File: src/rtl/mcu_cmd_pkg.sv
// Shared constants, opcodes and FSM state encoding for the MCU command sequencer.
package mcu_cmd_pkg;

    localparam logic [3:0] OP_SYNC_CLK = 4'd1;
    localparam logic [3:0] OP_SAVE_CLK = 4'd2;
    localparam logic [3:0] OP_RUN_ON   = 4'd3;
    localparam logic [3:0] OP_RUN_OFF  = 4'd4;

    localparam logic [3:0] HDR_NIB = 4'hC;
    localparam logic [3:0] CHK_KEY = 4'hA;

    typedef enum logic [2:0] {
        ST_IDLE,
        ST_HDR,
        ST_OPC,
        ST_CHK,
        ST_GAP
    } state_t;

    function automatic logic op_legal(input logic [3:0] op);
        return (op == OP_SYNC_CLK) || (op == OP_SAVE_CLK) ||
               (op == OP_RUN_ON)   || (op == OP_RUN_OFF);
    endfunction

endpackage

File: src/rtl/mcu_lane_mux.sv
// One from_mcu lane: choose the frame nibble while this lane is framed, else coincidence data.
module mcu_lane_mux (
    input  logic       sel,
    input  logic [3:0] frame_nib,
    input  logic [3:0] coin,
    output logic [3:0] lane
);

    assign lane = sel ? frame_nib : coin;

endmodule

File: src/rtl/mcu_cmd_sequencer.sv
// Sends HDR/OPC/CHK/GAP command frames onto selected rocstar lanes, passing coincidence
// data through on all other lanes and counting the coincidence nibbles it suppresses.
//
// state | meaning
// IDLE  | ready for a command, every lane passes coin_in through
// HDR   | masked lanes carry the header nibble
// OPC   | masked lanes carry the latched opcode
// CHK   | masked lanes carry opcode ^ check key
// GAP   | masked lanes held at zero for GAPCYC cycles, then repeat or finish
module mcu_cmd_sequencer
    import mcu_cmd_pkg::*;
#(
    parameter int NPORT  = 8,
    parameter int GAPCYC = 4
) (
    input  logic               clk,
    input  logic               rst,
    input  logic               cmd_valid,
    output logic               cmd_ready,
    input  logic [3:0]         cmd_op,
    input  logic [NPORT-1:0]   cmd_mask,
    input  logic [3:0]         cmd_rep,
    input  logic [4*NPORT-1:0] coin_in,
    output logic [4*NPORT-1:0] lane_out,
    output logic               busy,
    output logic               err_op,
    input  logic               clr_err,
    output logic [15:0]        drop_cnt
);

    localparam int GW = (GAPCYC > 1) ? $clog2(GAPCYC) : 1;
    localparam int CW = $clog2(NPORT + 1);

    state_t             state;
    logic [3:0]         op_q;
    logic [NPORT-1:0]   mask_q;
    logic [3:0]         rep_q;
    logic [GW-1:0]      gap_cnt;
    logic               frame_act;
    logic [3:0]         frame_nib;
    logic [4*NPORT-1:0] coin_q;
    logic               accept;
    logic [CW-1:0]      drop_inc;
    logic [16:0]        drop_sum;

    assign accept = cmd_valid && cmd_ready;

    // frame_act/frame_nib are loaded with the value of the state being entered, so the
    // lane outputs line up with the state register without a combinational input path.
    always_ff @(posedge clk) begin
        if (rst) begin
            state     <= ST_IDLE;
            cmd_ready <= 1'b0;
            busy      <= 1'b0;
            frame_act <= 1'b0;
            frame_nib <= 4'd0;
            op_q      <= 4'd0;
            mask_q    <= '0;
            rep_q     <= 4'd0;
            gap_cnt   <= '0;
        end else begin
            case (state)
                ST_IDLE: begin
                    if (accept && op_legal(cmd_op)) begin
                        state     <= ST_HDR;
                        op_q      <= cmd_op;
                        mask_q    <= cmd_mask;
                        rep_q     <= (cmd_rep == 4'd0) ? 4'd1 : cmd_rep;
                        frame_act <= 1'b1;
                        frame_nib <= HDR_NIB;
                        cmd_ready <= 1'b0;
                        busy      <= 1'b1;
                    end else begin
                        cmd_ready <= 1'b1;
                    end
                end
                ST_HDR: begin
                    state     <= ST_OPC;
                    frame_nib <= op_q;
                end
                ST_OPC: begin
                    state     <= ST_CHK;
                    frame_nib <= op_q ^ CHK_KEY;
                end
                ST_CHK: begin
                    state     <= ST_GAP;
                    frame_nib <= 4'd0;
                    gap_cnt   <= GW'(GAPCYC - 1);
                end
                ST_GAP: begin
                    if (gap_cnt == '0) begin
                        if (rep_q > 4'd1) begin
                            state     <= ST_HDR;
                            rep_q     <= rep_q - 4'd1;
                            frame_nib <= HDR_NIB;
                        end else begin
                            state     <= ST_IDLE;
                            frame_act <= 1'b0;
                            busy      <= 1'b0;
                            cmd_ready <= 1'b1;
                        end
                    end else begin
                        gap_cnt <= gap_cnt - GW'(1);
                    end
                end
                default: begin
                    state     <= ST_IDLE;
                    frame_act <= 1'b0;
                    busy      <= 1'b0;
                end
            endcase
        end
    end

    always_ff @(posedge clk) begin
        if (rst) begin
            err_op <= 1'b0;
        end else if (accept && !op_legal(cmd_op)) begin
            err_op <= 1'b1;
        end else if (clr_err) begin
            err_op <= 1'b0;
        end
    end

    always_ff @(posedge clk) begin
        if (rst) begin
            coin_q <= '0;
        end else begin
            coin_q <= coin_in;
        end
    end

    always_comb begin
        drop_inc = '0;
        for (int i = 0; i < NPORT; i++) begin
            if (mask_q[i] && (coin_in[4*i +: 4] != 4'd0)) begin
                drop_inc = drop_inc + CW'(1);
            end
        end
    end

    assign drop_sum = {1'b0, drop_cnt} + 17'(drop_inc);

    always_ff @(posedge clk) begin
        if (rst) begin
            drop_cnt <= 16'd0;
        end else if (state != ST_IDLE) begin
            drop_cnt <= drop_sum[16] ? 16'hFFFF : drop_sum[15:0];
        end
    end

    for (genvar g = 0; g < NPORT; g++) begin : g_lane
        mcu_lane_mux u_mux (
            .sel       (frame_act && mask_q[g]),
            .frame_nib (frame_nib),
            .coin      (coin_q[4*g +: 4]),
            .lane      (lane_out[4*g +: 4])
        );
    end

endmodule

File: config.mk
export PLATFORM = sky130hd
export DESIGN_NAME = mcu_cmd_sequencer
export DESIGN_NICKNAME = d
export VERILOG_FILES = /design/src/rtl/mcu_cmd_pkg.sv /design/src/rtl/mcu_lane_mux.sv /design/src/rtl/mcu_cmd_sequencer.sv
export SDC_FILE = /design/constraint.sdc
export NUM_CORES = 1
export LEC_CHECK = 0
export CAP_MARGIN = 5
export CORE_MARGIN = 2
export CORE_UTILIZATION = 51
export CTS_BUF_LIST = sky130_fd_sc_hd__clkbuf_8
export CTS_CLUSTER_SIZE = 8
export DETAILED_ROUTE_END_ITERATION = 7
export PLACE_DENSITY = 0.83
export SETUP_SLACK_MARGIN = 0.15
export SLEW_MARGIN = 20
export SYNTH_ARGS = -nofsm -noshare
export SYNTH_HDL_FRONTEND = slang
export SYNTH_SLANG_ARGS = --single-unit
File: constraint.sdc
create_clock -name clk -period 7 [get_ports clk]
set_clock_uncertainty 0.2 [all_clocks]
set_input_delay 0.7 -clock clk [delete_from_list [all_inputs] [get_ports clk]]
set_output_delay 0.7 -clock clk [all_outputs]
set_load 0.01 [all_outputs]
=== Yosys cells after proc, flatten, opt, wreduce, memory -nomap -nowiden ===
Cells that the tools add are included.

* Word-level logic and storage cells: 126
* Output and inout port bits: 51
* Register bits after elaboration: 76

* Equality and inequality tests: 13
* $add $sub $neg: 10
* Reduce and logical (&&, ||, !) cells: 47
* Multiplexer cells: 42
* Magnitude comparators: 1
* Bitwise gates (word level): 2

{| class="wikitable"
|+ Operator list
! kind !! number
|-
| 4-bit 2-to-1 mux || 22
|-
| 4-bit nonzero test || 8
|-
| 4-bit by 1-bit adder with 4-bit output (second input constant) || 7
|-
| 4-bit one-hot mux with 5 select lines || 1
|-
| 1-bit logical AND || 19
|-
| 16-bit by 4-bit adder with 17-bit output || 1
|-
| 16-bit 2-to-1 mux || 1
|-
| 3-bit one-hot mux with 5 select lines || 1
|-
| 4-bit AND reduction || 3
|-
| 1-bit 2-to-1 mux || 10
|-
| 2-bit inequality test (second input constant) || 5
|-
| 4-bit by 2-bit equality test with 1-bit output (second input constant) || 2
|-
| 4-bit one-hot mux with 2 select lines || 1
|-
| 3-bit by 2-bit equality test with 1-bit output (second input constant) || 2
|-
| 3-bit 2-to-1 mux || 2
|-
| 2-bit AND reduction || 3
|-
| 2-bit nonzero test || 3
|-
| 5-bit nonzero test || 1
|-
| 4-bit by 1-bit equality test with 1-bit output (second input constant) || 1
|-
| 4-bit by 3-bit equality test with 1-bit output (second input constant) || 1
|-
| 4-bit by 1-bit greater-than comparator with 1-bit output (second input constant) || 1
|-
| 4-bit zero test || 1
|-
| 2-bit one-hot mux with 2 select lines || 1
|-
| 4-bit by 1-bit subtractor with 4-bit output (second input constant) || 1
|-
| 15 further kinds || 17
|}

=== Logic depth before layout (Yosys ltp) ===
* Depth in word-level cells: 19
* Gate-level depth with buffers: 25

=== Hierarchy ===
From an unflattened synthesis, not the netlist that was laid out.

* Cells, all modules: 446
* Area total of the unflattened synthesis: 4086.4 um2

{| class="wikitable"
|+ By module, submodules not included
! module !! area each (um2) !! cells each !! times used
|-
| mcu_cmd_sequencer || 3726.1 || 414 || 1
|-
| mcu_lane_mux || 45.0 || 4 || 8
|}

=== Worst setup path after synthesis ===
Ideal clock, no wire load.

* Kind: input to register
* Start: input coin_in[5]
* End: register drop_cnt[12]
* Path slack: 1449 ps
* Stages: 22
* Path buffers: 0
* Required time: 6668 ps
* Data arrival time: 5219 ps
* Cells stage by stage: o41ai_1 -> inv_1 -> ha_1 -> xor2_4 -> inv_1 -> ha_1 -> mux2_2 -> xnor2_1 -> o21ai_0 -> ha_1 -> nand2_1 -> xor2_1 -> xnor2_1 -> nand2_1 -> or3_1 -> xnor3_1 -> ha_1 -> a21oi_1 -> nor2_1 -> nand3_1 -> nor3b_1 -> nor3_1

* Word-level cells in the longest chain between the ends: 17

{| class="wikitable"
|+ Ends and longest elaborated chain
! item !! RTL line !! source
|-
| from (decl) || mcu_cmd_sequencer.sv:23 || <nowiki>input logic [4*NPORT-1:0] coin_in,</nowiki>
|-
| 4-bit nonzero test * || mcu_cmd_sequencer.sv:136 || <nowiki>if (mask_q[i] && (coin_in[4*i +: 4] != 4'd0)) begin</nowiki>
|-
| 1-bit logical AND * || mcu_cmd_sequencer.sv:136 ||
|-
| 4-bit 2-to-1 mux * || mcu_cmd_sequencer.sv:136 ||
|-
| 4-bit by 1-bit adder with 4-bit output || mcu_cmd_sequencer.sv:137 || <nowiki>drop_inc = drop_inc + CW'(1);</nowiki>
|-
| 4-bit 2-to-1 mux * || mcu_cmd_sequencer.sv:136 ||
|-
| 4-bit by 1-bit adder with 4-bit output || mcu_cmd_sequencer.sv:137 ||
|-
| 4-bit 2-to-1 mux * || mcu_cmd_sequencer.sv:136 ||
|-
| 4-bit by 1-bit adder with 4-bit output || mcu_cmd_sequencer.sv:137 ||
|-
| 4-bit 2-to-1 mux * || mcu_cmd_sequencer.sv:136 ||
|-
| 4-bit by 1-bit adder with 4-bit output || mcu_cmd_sequencer.sv:137 ||
|-
| 4-bit 2-to-1 mux * || mcu_cmd_sequencer.sv:136 ||
|-
| 4-bit by 1-bit adder with 4-bit output || mcu_cmd_sequencer.sv:137 ||
|-
| 4-bit 2-to-1 mux * || mcu_cmd_sequencer.sv:136 ||
|-
| 4-bit by 1-bit adder with 4-bit output || mcu_cmd_sequencer.sv:137 ||
|-
| 4-bit 2-to-1 mux * || mcu_cmd_sequencer.sv:136 ||
|-
| 16-bit by 4-bit adder with 17-bit output * || mcu_cmd_sequencer.sv:142 || <nowiki>assign drop_sum = {1'b0, drop_cnt} + 17'(drop_inc);</nowiki>
|-
| 16-bit 2-to-1 mux * || mcu_cmd_sequencer.sv:148 || <nowiki>drop_cnt <= drop_sum[16] ? 16'hFFFF : drop_sum[15:0];</nowiki>
|-
| to (signal assigned) || mcu_cmd_sequencer.sv:148 ||
|-
| to (decl) || mcu_cmd_sequencer.sv:28 || <nowiki>output logic [15:0] drop_cnt</nowiki>
|}

Every way passes the cells marked *; elsewhere a longest branch is shown, timed or not.
A chain may end at the register's enable or synchronous reset.

=== Worst setup path in the final report ===
Same ends and word-level chain as after synthesis.

==> metrics.md <==
| Metric | Value |
|---|---|
| Status | finished clean |
| Critical path data required time | 7020 ps |
| R2r worst-path depth | 22 |
| Commonest non-fill, non-tap cell in the layout | clkdlybuf4s50_1 |
| Die footprint | 8600 µm² |
| Seq cells post-synth | 76 |
| Mux contribution to synthesized area | 0.131 |
| Fin. Hold Viols | 0 |
| Worst slew pin tran | 770 ps |
| Post-Syn Area | 4020 µm² |
| R2r setup slk | 1720 ps |
| First-pass GRT wire length | 15900 µm |
| Distinct cell type count after synthesis | 45 |
| Post-Synth Simple-Gate Area | 0.188 |
| DRC violations left | 0 |
| # Post-CTS Setup Buffers | 0 |
| Hold depth | 2 |
| CP max stage delay | 600 ps |
| Die Y | 92.7 µm |
| Post-Syn Nets | 503 |
| Crit Path Category | in -> reg |
| Core ar. | 7690 µm² |
| H-Tree Depth | 3 |
| Max-cap viol count | 0 |
| Mean Syn Cell Area | 9.25 µm² |
| Initial antenna violation count | 0 |
| LEAKAGE | 2.03 nW |
| Largest net degree at the start of global routing | 77 |
| Drt initial violations | 189 |
| Worst Slack Setup Final | 798 ps |
| Min cycle time layout | 6200 ps |
| WP data arrival | 6220 ps |
| Most frequent cells in the layout | 101 x clkdlybuf4s50_1, 76 x dfxtp_1, 43 x nor2_1 |
| CP endpoint kind | register |
| Drt pass-1 iters | 4 |
| Compound-Gate Fraction of Synth Area | 0.129 |
| Hold endpoint | gap_cnt[0] |
| Vias in the first global route | 3473 |
| Max-slew headroom | 0.487 |
| Worst-path fanout max | 7 |
| Post-Synth Adder-Cell Area | 0.0548 |
| Place WS | 463 ps |
| Starting Density | 0.522 |
| Peak VDD IR | 0.162 mV |
| Area Growth Syn to Fin | 33.4% |
| Clk_lat worst skew | 360 ps |
| Sink Count | 76 |
| Cell with the largest stage delay on the worst path | o41ai_1 |
| Hold path start | gap_cnt[0] |
| PwrDens | 244 nW/µm² |
| Post-CTS sizing | 0 |
| Clock-pin slew on the worst setup and hold paths | 80 ps |
| Share of layout cells above drive strength 1 | 0.114 |
| N_diodes | 0 |
| Worst hold path type | reg -> reg |
| Max frequency | 161 MHz |
| Setup TNS | 0 ps |
| DR WL/cell | 15.3 µm |
| Clk root buf | clkbuf_8 |
| I/O Buffers | 102 |
| Num CTS Buffers | 9 |
| I/O pins | 103 |
| Most frequent cell on the critical path | ha_1 |
| Sequential area share after synthesis | 0.379 |
| GR Util All Layers | 0.231 |
| Hold Buf Count CTS | 0 |
| CP Launch Type | primary input |
| Layout fillers | 597 |
| Final wirelength | 9730 µm |
| Cell count after synthesis | 434 |
| GPL Wtd Cong | 0.873 |
| Synth Area in XOR/XNOR | 0.0863 |
| CTS tree | yes |
| Num rows | 32 |
| Routed vias | 3470 |
| DP HPWL | 6850 µm |
| Cell Chain, Critical Path | clkdlybuf4s50_1, o41ai_1, inv_1, ha_1, xor2_4, inv_1, ha_1, mux2_2, xnor2_1, o21ai_0, ha_1, nand2_1, xor2_1, xnor2_1, nand2_1, or3_1, xnor3_1, ha_1, a21oi_1, nor2_1, nand3_1, nor3b_1, nor3_1 |
| Die X | 92.7 µm |
| EDFF count, synth | 0 |
| Unrepaired setup endpoints after global routing | no |
| Antenna Violating Nets Remaining | 0 |
| Max Transition Viols Final | 0 |
| Ys async rst share | 0 |
| Final setup vio count | 0 |
| Nets@finish | 600 |
| CTS Buffer Depth | 2 |
| Capturing point of the worst reg2reg path | drop_cnt[12] |
| Synth Flop Type | dfxtp_1 |
| R2r startpoint | mask_q[1] |
| Gr ovfl total | 0 |
| Main combinational cell family by area after synthesis | simple AND/OR/NAND/NOR gates |
| Fin crit share | 0.886 |
| Synth warnings | 0 |
| DR vias/cell | 5.45 |
[state kept, by name, indices dropped and copies added (netlist names)]
name and count:
op_q 4, err_op 1, drop_cnt 16, coin_q 32, mask_q 8, frame_nib 4, gap_cnt 2, cmd_ready 1
frame_act 1, rep_q 4, state 3
[cell usage after synthesis (all sizes together) (2+ instances only)]
cell | number | area, µm²
nor2b | 33 | 206
o41a | 6 | 67.6
mux2i | 13 | 130
nand2b | 2 | 12.5
o41ai | 6 | 71.3
clkbuf | 17 | 63.8
a22oi | 3 | 22.5
o21ai | 13 | 65.1
and3 | 5 | 31.3
or3 | 3 | 18.8
nor2 | 43 | 161
nand2 | 34 | 128
a21o | 5 | 37.5
xor2 | 12 | 124
a31oi | 3 | 18.8
inv | 16 | 60.1
ha | 16 | 200
dfxtp | 76 | 1520
nand3 | 13 | 65.1
o211ai | 2 | 15.0
xnor2 | 16 | 178
nor3b | 3 | 22.5
xnor3 | 2 | 45.0
a211oi | 4 | 30.0
nor3 | 14 | 70.1
a21oi | 24 | 120
or3b | 2 | 17.5
mux2 | 35 | 394
[critical path: cells and delay by family]
kind                     cells  cell delay, ps
adder cells (fa/ha/maj)      4            1260
XOR/XNOR                     5            1250
AND/OR/NAND/NOR              7            1190
AO/OA/AOI/OAI                3             870
buffers and inverters        3             630
multiplexers                 1             300
[worst max path at each step]
stage | start | to | slack (ps)
final | coin_in[5] | drop_cnt[12] | 800
after global routing | coin_in[5] | drop_cnt[12] | 390
after CTS | coin_in[5] | drop_cnt[12] | 790
after detailed placement | coin_in[5] | drop_cnt[12] | 460
after global placement | coin_in[5] | drop_cnt[10] | 640
after floorplan | coin_in[5] | drop_cnt[12] | 1450
[power by group]
part / total, W / switching, W / leakage (nW) / internal (W)
combinational: 0.000358 / 0.000183 / 1.30 / 0.000175
clock: 0.000406 / 0.000171 / 0.112 / 0.000235
sequential: 0.000541 / 0.0000651 / 0.624 / 0.000476
[metal layers]
metal  GRT usage  share of wire  vias up
met1       0.284           0.45     1652
met3      0.0382          0.046       18
li1            -              -     1704
met4       0.103          0.023        0
met5           0              0        -
met2       0.398           0.49       96
[cell families after synthesis]
kind of cell	after synthesis
AO/OA/AOI/OAI	74
XOR/XNOR	30
adder cells (fa/ha/maj)	17
buffers and inverters	34
flip-flops	76
multiplexers	48
AND/OR/NAND/NOR	155
[layout make-up]
type,count,area [µm²],area share
Clock buffer,9,124,0.0231
Timing Repair Buffer,104,1030,0.192
Clock inverter,6,114,0.0213
Multi-Input combinational cell,324,2380,0.444
Tap cell,102,128,0.0238
Sequential cell,76,1520,0.284
Inverter,16,60.1,0.0112
[stage by stage]
step	area [µm²]	utilization	total power [W]	hold WS, ps	cells
finish	5360	0.697	0.00131	302	637
global route	5360	0.697	0.00137	318	637
CTS	5350	0.696	0.00131	303	637
detailed placement	5110	0.665	0.000903	287	622
global placement	5110	0.665	0.000892	268	622
floorplan	4020	-	0.000765	261	434
Note: power is estimated with default switching activity, not from simulation.
